File: config.mk
export PLATFORM = sky130hd
export DESIGN_NAME = regfile_scoreboard_flat
export DESIGN_NICKNAME = d
export VERILOG_FILES = /design/src/rtl/regfile_scoreboard_if.sv /design/src/rtl/regfile_scoreboard.sv /design/src/flat_wrapper.sv
export SDC_FILE = /design/constraint.sdc
export NUM_CORES = 2
export LEC_CHECK = 0
export BUFFER_PORTS_ARGS = -buffer_cell sky130_fd_sc_hd__buf_2
export CORE_MARGIN = 10
export CORE_UTILIZATION = 45
export DETAILED_ROUTE_END_ITERATION = 16
export SETUP_SLACK_MARGIN = 0.1
export SLEW_MARGIN = 40
export SYNTH_ARGS = -nofsm -noshare
export SYNTH_HDL_FRONTEND = slang
export SYNTH_SLANG_ARGS = --single-unit
File: constraint.sdc
create_clock -name i_clk1 -period 6.8 [get_ports i_clk1]
set_input_delay 1.7 -clock i_clk1 [delete_from_list [all_inputs] [get_ports i_clk1]]
set_output_delay 1.7 -clock i_clk1 [all_outputs]
set_load 0.05 [all_outputs]
File: src/rtl/regfile_scoreboard_if.sv
// Register-file bus between writeback/decode and regfile_scoreboard.
// Groups the writeback commit, issue tracking and the two read ports.
interface regfile_scoreboard_if #(
    parameter int XLEN = 32
);
    logic            wb_write;
    logic [31:0]     wb_ir;
    logic [XLEN-1:0] wb_result;
    logic            iss_valid;
    logic [4:0]      iss_rd;
    logic [4:0]      rs1_addr;
    logic [4:0]      rs2_addr;
    logic            rs1_used;
    logic            rs2_used;
    logic [XLEN-1:0] rs1_data;
    logic [XLEN-1:0] rs2_data;
    logic            stall;
    logic            err_ovf;

    modport master (
        output wb_write, wb_ir, wb_result,
        output iss_valid, iss_rd,
        output rs1_addr, rs2_addr, rs1_used, rs2_used,
        input  rs1_data, rs2_data, stall, err_ovf
    );

    modport slave (
        input  wb_write, wb_ir, wb_result,
        input  iss_valid, iss_rd,
        input  rs1_addr, rs2_addr, rs1_used, rs2_used,
        output rs1_data, rs2_data, stall, err_ovf
    );
endinterface

File: src/rtl/regfile_scoreboard.sv
// 32 x XLEN register file with per-register pending-write counters for RAW stalls.
// Optional feature macro REGFILE_BYPASS_EN: writeback-to-read forwarding with hazard exemption.
module regfile_scoreboard #(
    parameter int XLEN  = 32,
    parameter int CNT_W = 2
) (
    input logic                 i_clk1,
    input logic                 i_rst,
    regfile_scoreboard_if.slave bus
);
    localparam logic [CNT_W-1:0] PEND_MAX  = {CNT_W{1'b1}};
    localparam logic [CNT_W-1:0] PEND_ONE  = {{(CNT_W-1){1'b0}}, 1'b1};
    localparam logic [CNT_W-1:0] PEND_ZERO = {CNT_W{1'b0}};

    logic [XLEN-1:0]  r_regs [32];
    logic [CNT_W-1:0] r_pend [32];
    logic             r_err_ovf;

    logic [4:0]       w_wb_rd;
    logic             w_wb_hit;
    logic             w_iss_hit;
    logic [31:0]      w_inc_vec;
    logic [31:0]      w_dec_vec;
    logic [CNT_W-1:0] w_pend_rs1;
    logic [CNT_W-1:0] w_pend_rs2;
    logic [CNT_W-1:0] w_pend_iss;
    logic             w_ovf_now;
    logic             w_hz1;
    logic             w_hz2;
    logic             w_full;
    logic [XLEN-1:0]  w_rs1_data;
    logic [XLEN-1:0]  w_rs2_data;
    logic             w_unused_ir;

    // Decode writeback/issue targets into one-hot increment/decrement vectors.
    always_comb begin
        w_wb_rd    = bus.wb_ir[11:7];
        w_wb_hit   = bus.wb_write && (w_wb_rd != 5'd0);
        w_iss_hit  = bus.iss_valid && (bus.iss_rd != 5'd0);
        w_inc_vec  = w_iss_hit ? (32'd1 << bus.iss_rd) : 32'd0;
        w_dec_vec  = w_wb_hit ? (32'd1 << w_wb_rd) : 32'd0;
        w_pend_rs1 = r_pend[bus.rs1_addr];
        w_pend_rs2 = r_pend[bus.rs2_addr];
        w_pend_iss = r_pend[bus.iss_rd];
        // A matching writeback in the same cycle nets out the increment, so no overflow then.
        w_ovf_now  = w_iss_hit && (w_pend_iss == PEND_MAX) && !w_dec_vec[bus.iss_rd];
    end

    assign w_unused_ir = ^{bus.wb_ir[31:12], bus.wb_ir[6:0]};

    // Read ports: x0 is hard zero, optional forwarding of the writeback value.
    always_comb begin
        w_rs1_data = {XLEN{1'b0}};
        w_rs2_data = {XLEN{1'b0}};
        if (bus.rs1_addr == 5'd0) begin
            w_rs1_data = {XLEN{1'b0}};
`ifdef REGFILE_BYPASS_EN
        end else if (w_wb_hit && (w_wb_rd == bus.rs1_addr)) begin
            w_rs1_data = bus.wb_result;
`endif
        end else begin
            w_rs1_data = r_regs[bus.rs1_addr];
        end
        if (bus.rs2_addr == 5'd0) begin
            w_rs2_data = {XLEN{1'b0}};
`ifdef REGFILE_BYPASS_EN
        end else if (w_wb_hit && (w_wb_rd == bus.rs2_addr)) begin
            w_rs2_data = bus.wb_result;
`endif
        end else begin
            w_rs2_data = r_regs[bus.rs2_addr];
        end
    end

    // Hazard detection: operand RAW on pending registers plus counter-full on issue.
    always_comb begin
        w_hz1 = bus.rs1_used && (bus.rs1_addr != 5'd0) && (w_pend_rs1 != PEND_ZERO);
        w_hz2 = bus.rs2_used && (bus.rs2_addr != 5'd0) && (w_pend_rs2 != PEND_ZERO);
`ifdef REGFILE_BYPASS_EN
        // Last outstanding write is being forwarded right now, so the operand is resolved.
        if (w_wb_hit && (w_wb_rd == bus.rs1_addr) && (w_pend_rs1 == PEND_ONE)) begin
            w_hz1 = 1'b0;
        end else begin
            w_hz1 = w_hz1;
        end
        if (w_wb_hit && (w_wb_rd == bus.rs2_addr) && (w_pend_rs2 == PEND_ONE)) begin
            w_hz2 = 1'b0;
        end else begin
            w_hz2 = w_hz2;
        end
`endif
        w_full = bus.iss_valid && (w_pend_iss == PEND_MAX);
    end

    assign bus.rs1_data = w_rs1_data;
    assign bus.rs2_data = w_rs2_data;
    assign bus.stall    = w_hz1 | w_hz2 | w_full;
    assign bus.err_ovf  = r_err_ovf;

    // Register array commit; entry 0 is only ever reset, never written.
    always_ff @(posedge i_clk1) begin
        if (!i_rst) begin
            for (int i = 0; i < 32; i++) begin
                r_regs[i] <= {XLEN{1'b0}};
            end
        end else if (w_wb_hit) begin
            r_regs[w_wb_rd] <= bus.wb_result;
        end else begin
            r_regs[0] <= {XLEN{1'b0}};
        end
    end

    // Pending counters: saturate at both ends, issue+writeback to same register cancel.
    always_ff @(posedge i_clk1) begin
        if (!i_rst) begin
            for (int i = 0; i < 32; i++) begin
                r_pend[i] <= PEND_ZERO;
            end
        end else begin
            r_pend[0] <= PEND_ZERO;
            for (int i = 1; i < 32; i++) begin
                if (w_inc_vec[i] && w_dec_vec[i]) begin
                    r_pend[i] <= r_pend[i];
                end else if (w_inc_vec[i]) begin
                    if (r_pend[i] != PEND_MAX) begin
                        r_pend[i] <= r_pend[i] + PEND_ONE;
                    end else begin
                        r_pend[i] <= r_pend[i];
                    end
                end else if (w_dec_vec[i]) begin
                    if (r_pend[i] != PEND_ZERO) begin
                        r_pend[i] <= r_pend[i] - PEND_ONE;
                    end else begin
                        r_pend[i] <= r_pend[i];
                    end
                end else begin
                    r_pend[i] <= r_pend[i];
                end
            end
        end
    end

    // Sticky overflow flag, cleared only by reset.
    always_ff @(posedge i_clk1) begin
        if (!i_rst) begin
            r_err_ovf <= 1'b0;
        end else begin
            r_err_ovf <= r_err_ovf | w_ovf_now;
        end
    end
endmodule

File: src/flat_wrapper.sv
// flat-port wrapper written by rule: the top's interface ports become plain ports
module regfile_scoreboard_flat 
#(
    parameter int XLEN  = 32,
    parameter int CNT_W = 2
)
  (i_clk1, i_rst, bus_wb_write, bus_wb_ir, bus_wb_result, bus_iss_valid, bus_iss_rd, bus_rs1_addr, bus_rs2_addr, bus_rs1_used, bus_rs2_used, bus_rs1_data, bus_rs2_data, bus_stall, bus_err_ovf);
  regfile_scoreboard_if #(.XLEN(XLEN)) bus_i ();
  input logic i_clk1;
  input logic i_rst;
  input wire logic [$bits(bus_i.wb_write)-1:0] bus_wb_write;
  input wire logic [$bits(bus_i.wb_ir)-1:0] bus_wb_ir;
  input wire logic [$bits(bus_i.wb_result)-1:0] bus_wb_result;
  input wire logic [$bits(bus_i.iss_valid)-1:0] bus_iss_valid;
  input wire logic [$bits(bus_i.iss_rd)-1:0] bus_iss_rd;
  input wire logic [$bits(bus_i.rs1_addr)-1:0] bus_rs1_addr;
  input wire logic [$bits(bus_i.rs2_addr)-1:0] bus_rs2_addr;
  input wire logic [$bits(bus_i.rs1_used)-1:0] bus_rs1_used;
  input wire logic [$bits(bus_i.rs2_used)-1:0] bus_rs2_used;
  output wire logic [$bits(bus_i.rs1_data)-1:0] bus_rs1_data;
  output wire logic [$bits(bus_i.rs2_data)-1:0] bus_rs2_data;
  output wire logic [$bits(bus_i.stall)-1:0] bus_stall;
  output wire logic [$bits(bus_i.err_ovf)-1:0] bus_err_ovf;
  assign bus_i.wb_write = bus_wb_write;
  assign bus_i.wb_ir = bus_wb_ir;
  assign bus_i.wb_result = bus_wb_result;
  assign bus_i.iss_valid = bus_iss_valid;
  assign bus_i.iss_rd = bus_iss_rd;
  assign bus_i.rs1_addr = bus_rs1_addr;
  assign bus_i.rs2_addr = bus_rs2_addr;
  assign bus_i.rs1_used = bus_rs1_used;
  assign bus_i.rs2_used = bus_rs2_used;
  assign bus_rs1_data = bus_i.rs1_data;
  assign bus_rs2_data = bus_i.rs2_data;
  assign bus_stall = bus_i.stall;
  assign bus_err_ovf = bus_i.err_ovf;
  regfile_scoreboard #(.XLEN(XLEN), .CNT_W(CNT_W)) u_core (.i_clk1(i_clk1), .i_rst(i_rst), .bus(bus_i));
endmodule
==> out/qor_table.md <==
| Parameter | Reported |
|---|---|
| Number of hold violations in the final report | 0 |
| Cts-stage hold buffer count | 0 |
| Number of enable-type register cells in the synthesized netlist | 1086 |
| Most frequent cells in the layout | 1086 x sky130_fd_sc_hd__edfxtp_1, 709 x sky130_fd_sc_hd__and2_1, 648 x sky130_fd_sc_hd__mux4_2 |
| Clk Latency, worst-skew pair | 0.75 ns |
| Longest Clk Path Bufs | 3 |
| Pwr dens | 253 mW/mm^2 |
| Post-layout nets | 4025 |
| Buffers inserted during post-CTS setup optimization | 0 |
| DPL Wire Length | 129000 um |
| Number of flip-flops and latches in the synthesized netlist | 1087 |
| Cell-by-cell listing of the critical path | buf_8 > buf_4 > mux4_2 > mux4_2 > mux2i_1 > nor2_1 > buf_2 |
| Global route overflow | 0 |
| Port bufs | 123 |
| Iter 0 DRT Violations | 6341 |
| Sequential-to-total area share from yosys stat | 55.1% |
| FILL cells | 11000 |
| Hold EP | u_core.bus.err_ovf |
| Final critical path time including I/O delays and setup | 6.26 ns |
| Per-cell via count in the routed design | 6.71 |
| Worst hold path type | register to register |
| CP most frequent cell | sky130_fd_sc_hd__mux4_2 |
| Fraction of registers with async set/reset | 0% |
| Clock sink count | 1087 |
| Via count of the first global-routing pass | 38500 |
| Initial DRT Pass Iterations | 6 |
| CP endpoint kind | output port |
| Maximum VDD drop | 0.232 mV |
| H-tree depth | 3 |
| RSZ-0062 raised after global routing | no |
| Average instance area after synthesis | 15.2 sq um |
| Initial antenna violation count | 41 |
| Critical R2R Launch | u_core.r_pend[10][0] |
| Largest fanout on the critical path | 40 |
| Count of mapped cells out of synthesis | 3905 |
| Data required time of the critical path | 5.10 ns |
| Crit path DAT | 4.56 ns |
| Width of the chip | 383 um |
| Clock-pin transition on the worst setup and hold timing paths | 0.06 ns |
| Worst Reg-to-Reg Cells | 6 |
| Pin count of the biggest net entering global routing | 164 |
| Run status | completed |
| Core area | 0.131 sq mm |
| Kind of launch point of the worst setup path | primary input |
| Area taken by flip-flops and latches | 0.0326 sq mm |
| Final cycle utilization of the critical path | 92.0% |
| Number of distinct library cell variants in the gate-level netlist after synthesis | 64 |
| Hold Crit Depth | 2 |
| Global placer's final weighted congestion | 0.901 |
| GRT Resource Usage Total | 28.8% |
| Place WS | 0.538 ns |
| Final Slew Violations | 0 |
| Root Buffer | sky130_fd_sc_hd__clkbuf_16 |
| Worst Skew | 0.0121 ns |
| Category of the critical setup timing path | primary input to output port |
| Setup-violating endpoint count in the final report | 0 |
| I/O Pins | 151 |
| Initial core utilization | 45.2% |
| Layout cells sized above 1 | 29.7% |
| Slew at the pin closest to its max-slew limit | 0.896 ns |
| TritonCTS clock tree | yes |
| Drt drc | 0 |
| Height of the die | 383 um |
| Area added between synthesis and finish | 12.6% |
| Number of nets with antenna violations after routing | 0 |
| Routed WL | 214000 um |
| Num rows | 133 |
| Endpoint of the lowest-slack register-to-register path | u_core.bus.err_ovf |
| Flop2flop setup slack | 4.90 ns |
| Master of the slowest instance on the critical path | sky130_fd_sc_hd__mux4_2 |
| Most common cell after layout, fill and taps aside | sky130_fd_sc_hd__edfxtp_1 |
| Area occupied by multi-input gates | 0.0252 sq mm |
| Pleak | 23.7 nW |
| Worst hold start | u_core.bus.err_ovf |
| Die Area | 0.147 sq mm |
| Cts bufs inserted | 119 |
| Via count | 39000 |
| Post-route worst setup slack | 0.542 ns |
| Setup TNS | 0 ns |
| Resize count post-CTS | 0 |
| Global-route wire length before repair | 298000 um |
| WL per Instance | 36.9 um |
| Cell area after synthesis | 0.0592 sq mm |
| Max_cap viols | 0 |
| Fmax achieved | 0.160 GHz |
| Count of synthesis-stage warnings from yosys | 0 |
| Max-Slew Margin vs Limit | 40.1% |
| Most used flip-flop cell after synthesis | sky130_fd_sc_hd__edfxtp_1 |
| Largest stage delay on the critical path | 0.53 ns |
==> metal layers <==
layer / global-route usage (%) / vias to the layer above / share of wire [%]
met4: 10.1 / 8 / 3.7
met5: 0 / - / 0.022
met1: 40.4 / 20500 / 38
li1: - / 15300 / -
met3: 6.91 / 466 / 13
met2: 43.7 / 2772 / 46
==> synthesized netlist by cell type (11+ instances only) <==
cell / instances / area share (%)
sky130_fd_sc_hd__edfxtp_1: 1086 / 55
sky130_fd_sc_hd__and2_1: 711 / 7.5
sky130_fd_sc_hd__mux4_2: 648 / 25
sky130_fd_sc_hd__clkbuf_1: 323 / 2.0
sky130_fd_sc_hd__and3_1: 292 / 3.1
sky130_fd_sc_hd__nor2_1: 167 / 1.1
sky130_fd_sc_hd__nand2_1: 152 / 0.96
sky130_fd_sc_hd__buf_2: 72 / 0.61
sky130_fd_sc_hd__nand3_1: 45 / 0.38
sky130_fd_sc_hd__mux2i_1: 40 / 0.68
sky130_fd_sc_hd__nor3_1: 30 / 0.25
sky130_fd_sc_hd__o21ai_1: 30 / 0.25
sky130_fd_sc_hd__buf_1: 29 / 0.18
sky130_fd_sc_hd__a211oi_1: 25 / 0.32
sky130_fd_sc_hd__o21ai_0: 24 / 0.20
sky130_fd_sc_hd__xor2_1: 22 / 0.33
sky130_fd_sc_hd__clkinv_1: 21 / 0.13
sky130_fd_sc_hd__a21oi_1: 20 / 0.17
sky130_fd_sc_hd__inv_1: 19 / 0.12
sky130_fd_sc_hd__o311ai_0: 15 / 0.22
sky130_fd_sc_hd__xnor2_1: 11 / 0.16
==> sequential cells by signal, indices dropped and copies added (netlist names) <==
| signal | flops |
|---|---|
| u_core.bus.err_ovf | 1 |
| u_core.r_pend | 62 |
| u_core.r_regs | 1024 |
==> cells by family (layout without fill, tap and decap cells) <==
family                     count (synthesis)  count (layout)  synth area share [%]
AOI/OAI and AO/OA                        164             164                  1.84
xor gates and xnor gates                  33              33                 0.488
adders and majority gates                  2               2                0.0422
buffers and inverters                    470             574                  3.17
DFF                                     1087            1087                  55.1
muxes                                    694             694                  25.4
other                                      1              44               0.00633
and+or+nand+nor                         1454            1454                  13.9
==> how the worst max path moves through the flow <==
stage	start	end	slack [ns]	cells past startpoint
6_report	bus_rs1_addr[0]	bus_rs1_data[22]	0.54	7
5_1_grt	bus_rs1_addr[0]	bus_rs1_data[22]	0.47	7
2_1_floorplan	bus_rs2_addr[0]	bus_rs2_data[1]	1.35	7
3_5_place_dp	bus_rs1_addr[0]	bus_rs1_data[21]	0.54	7
3_3_place_gp	bus_rs1_addr[0]	bus_rs1_data[21]	0.53	7
4_1_cts	bus_rs1_addr[0]	bus_rs1_data[21]	0.54	7
==> worst max-delay path: cells and delay by family <==
family                 cells  cell delay, ns
buffers and inverters      3            1.13
muxes                      3            1.39
and+or+nand+nor            1            0.22
==> power by group <==
| part | switching [mW] | internal (mW) |
|---|---|---|
| Sequential | 0.208 | 7.78 |
| Combinational | 1.54 | 0.963 |
| Clock | 2.81 | 3.55 |
==> layout make-up <==
class / instances / area share, %
tap: 1755 / 3.29
multi-input combinational: 2379 / 37.8
clock inverter: 86 / 1.01
inverter: 42 / 0.251
timing repair buffer: 309 / 4.07
sequential: 1087 / 48.9
clock buffer: 137 / 4.60
antenna: 12 / 0.0450
==> through the flow <==
stage,cell area (sq um),utilization [%],power (mW),std cells,hold WS (ns)
finish,66700,50.9,16.9,5807,0.573
global route,66700,50.8,17.3,5799,0.575
CTS,66600,50.8,16.9,5793,0.557
detailed placement,62900,47.9,10.6,5570,0.536
global placement,62400,47.6,10.5,5551,0.527
floorplan,59300,-,9.64,3936,0.587
Note: power is estimated with default switching activity, not from simulation.
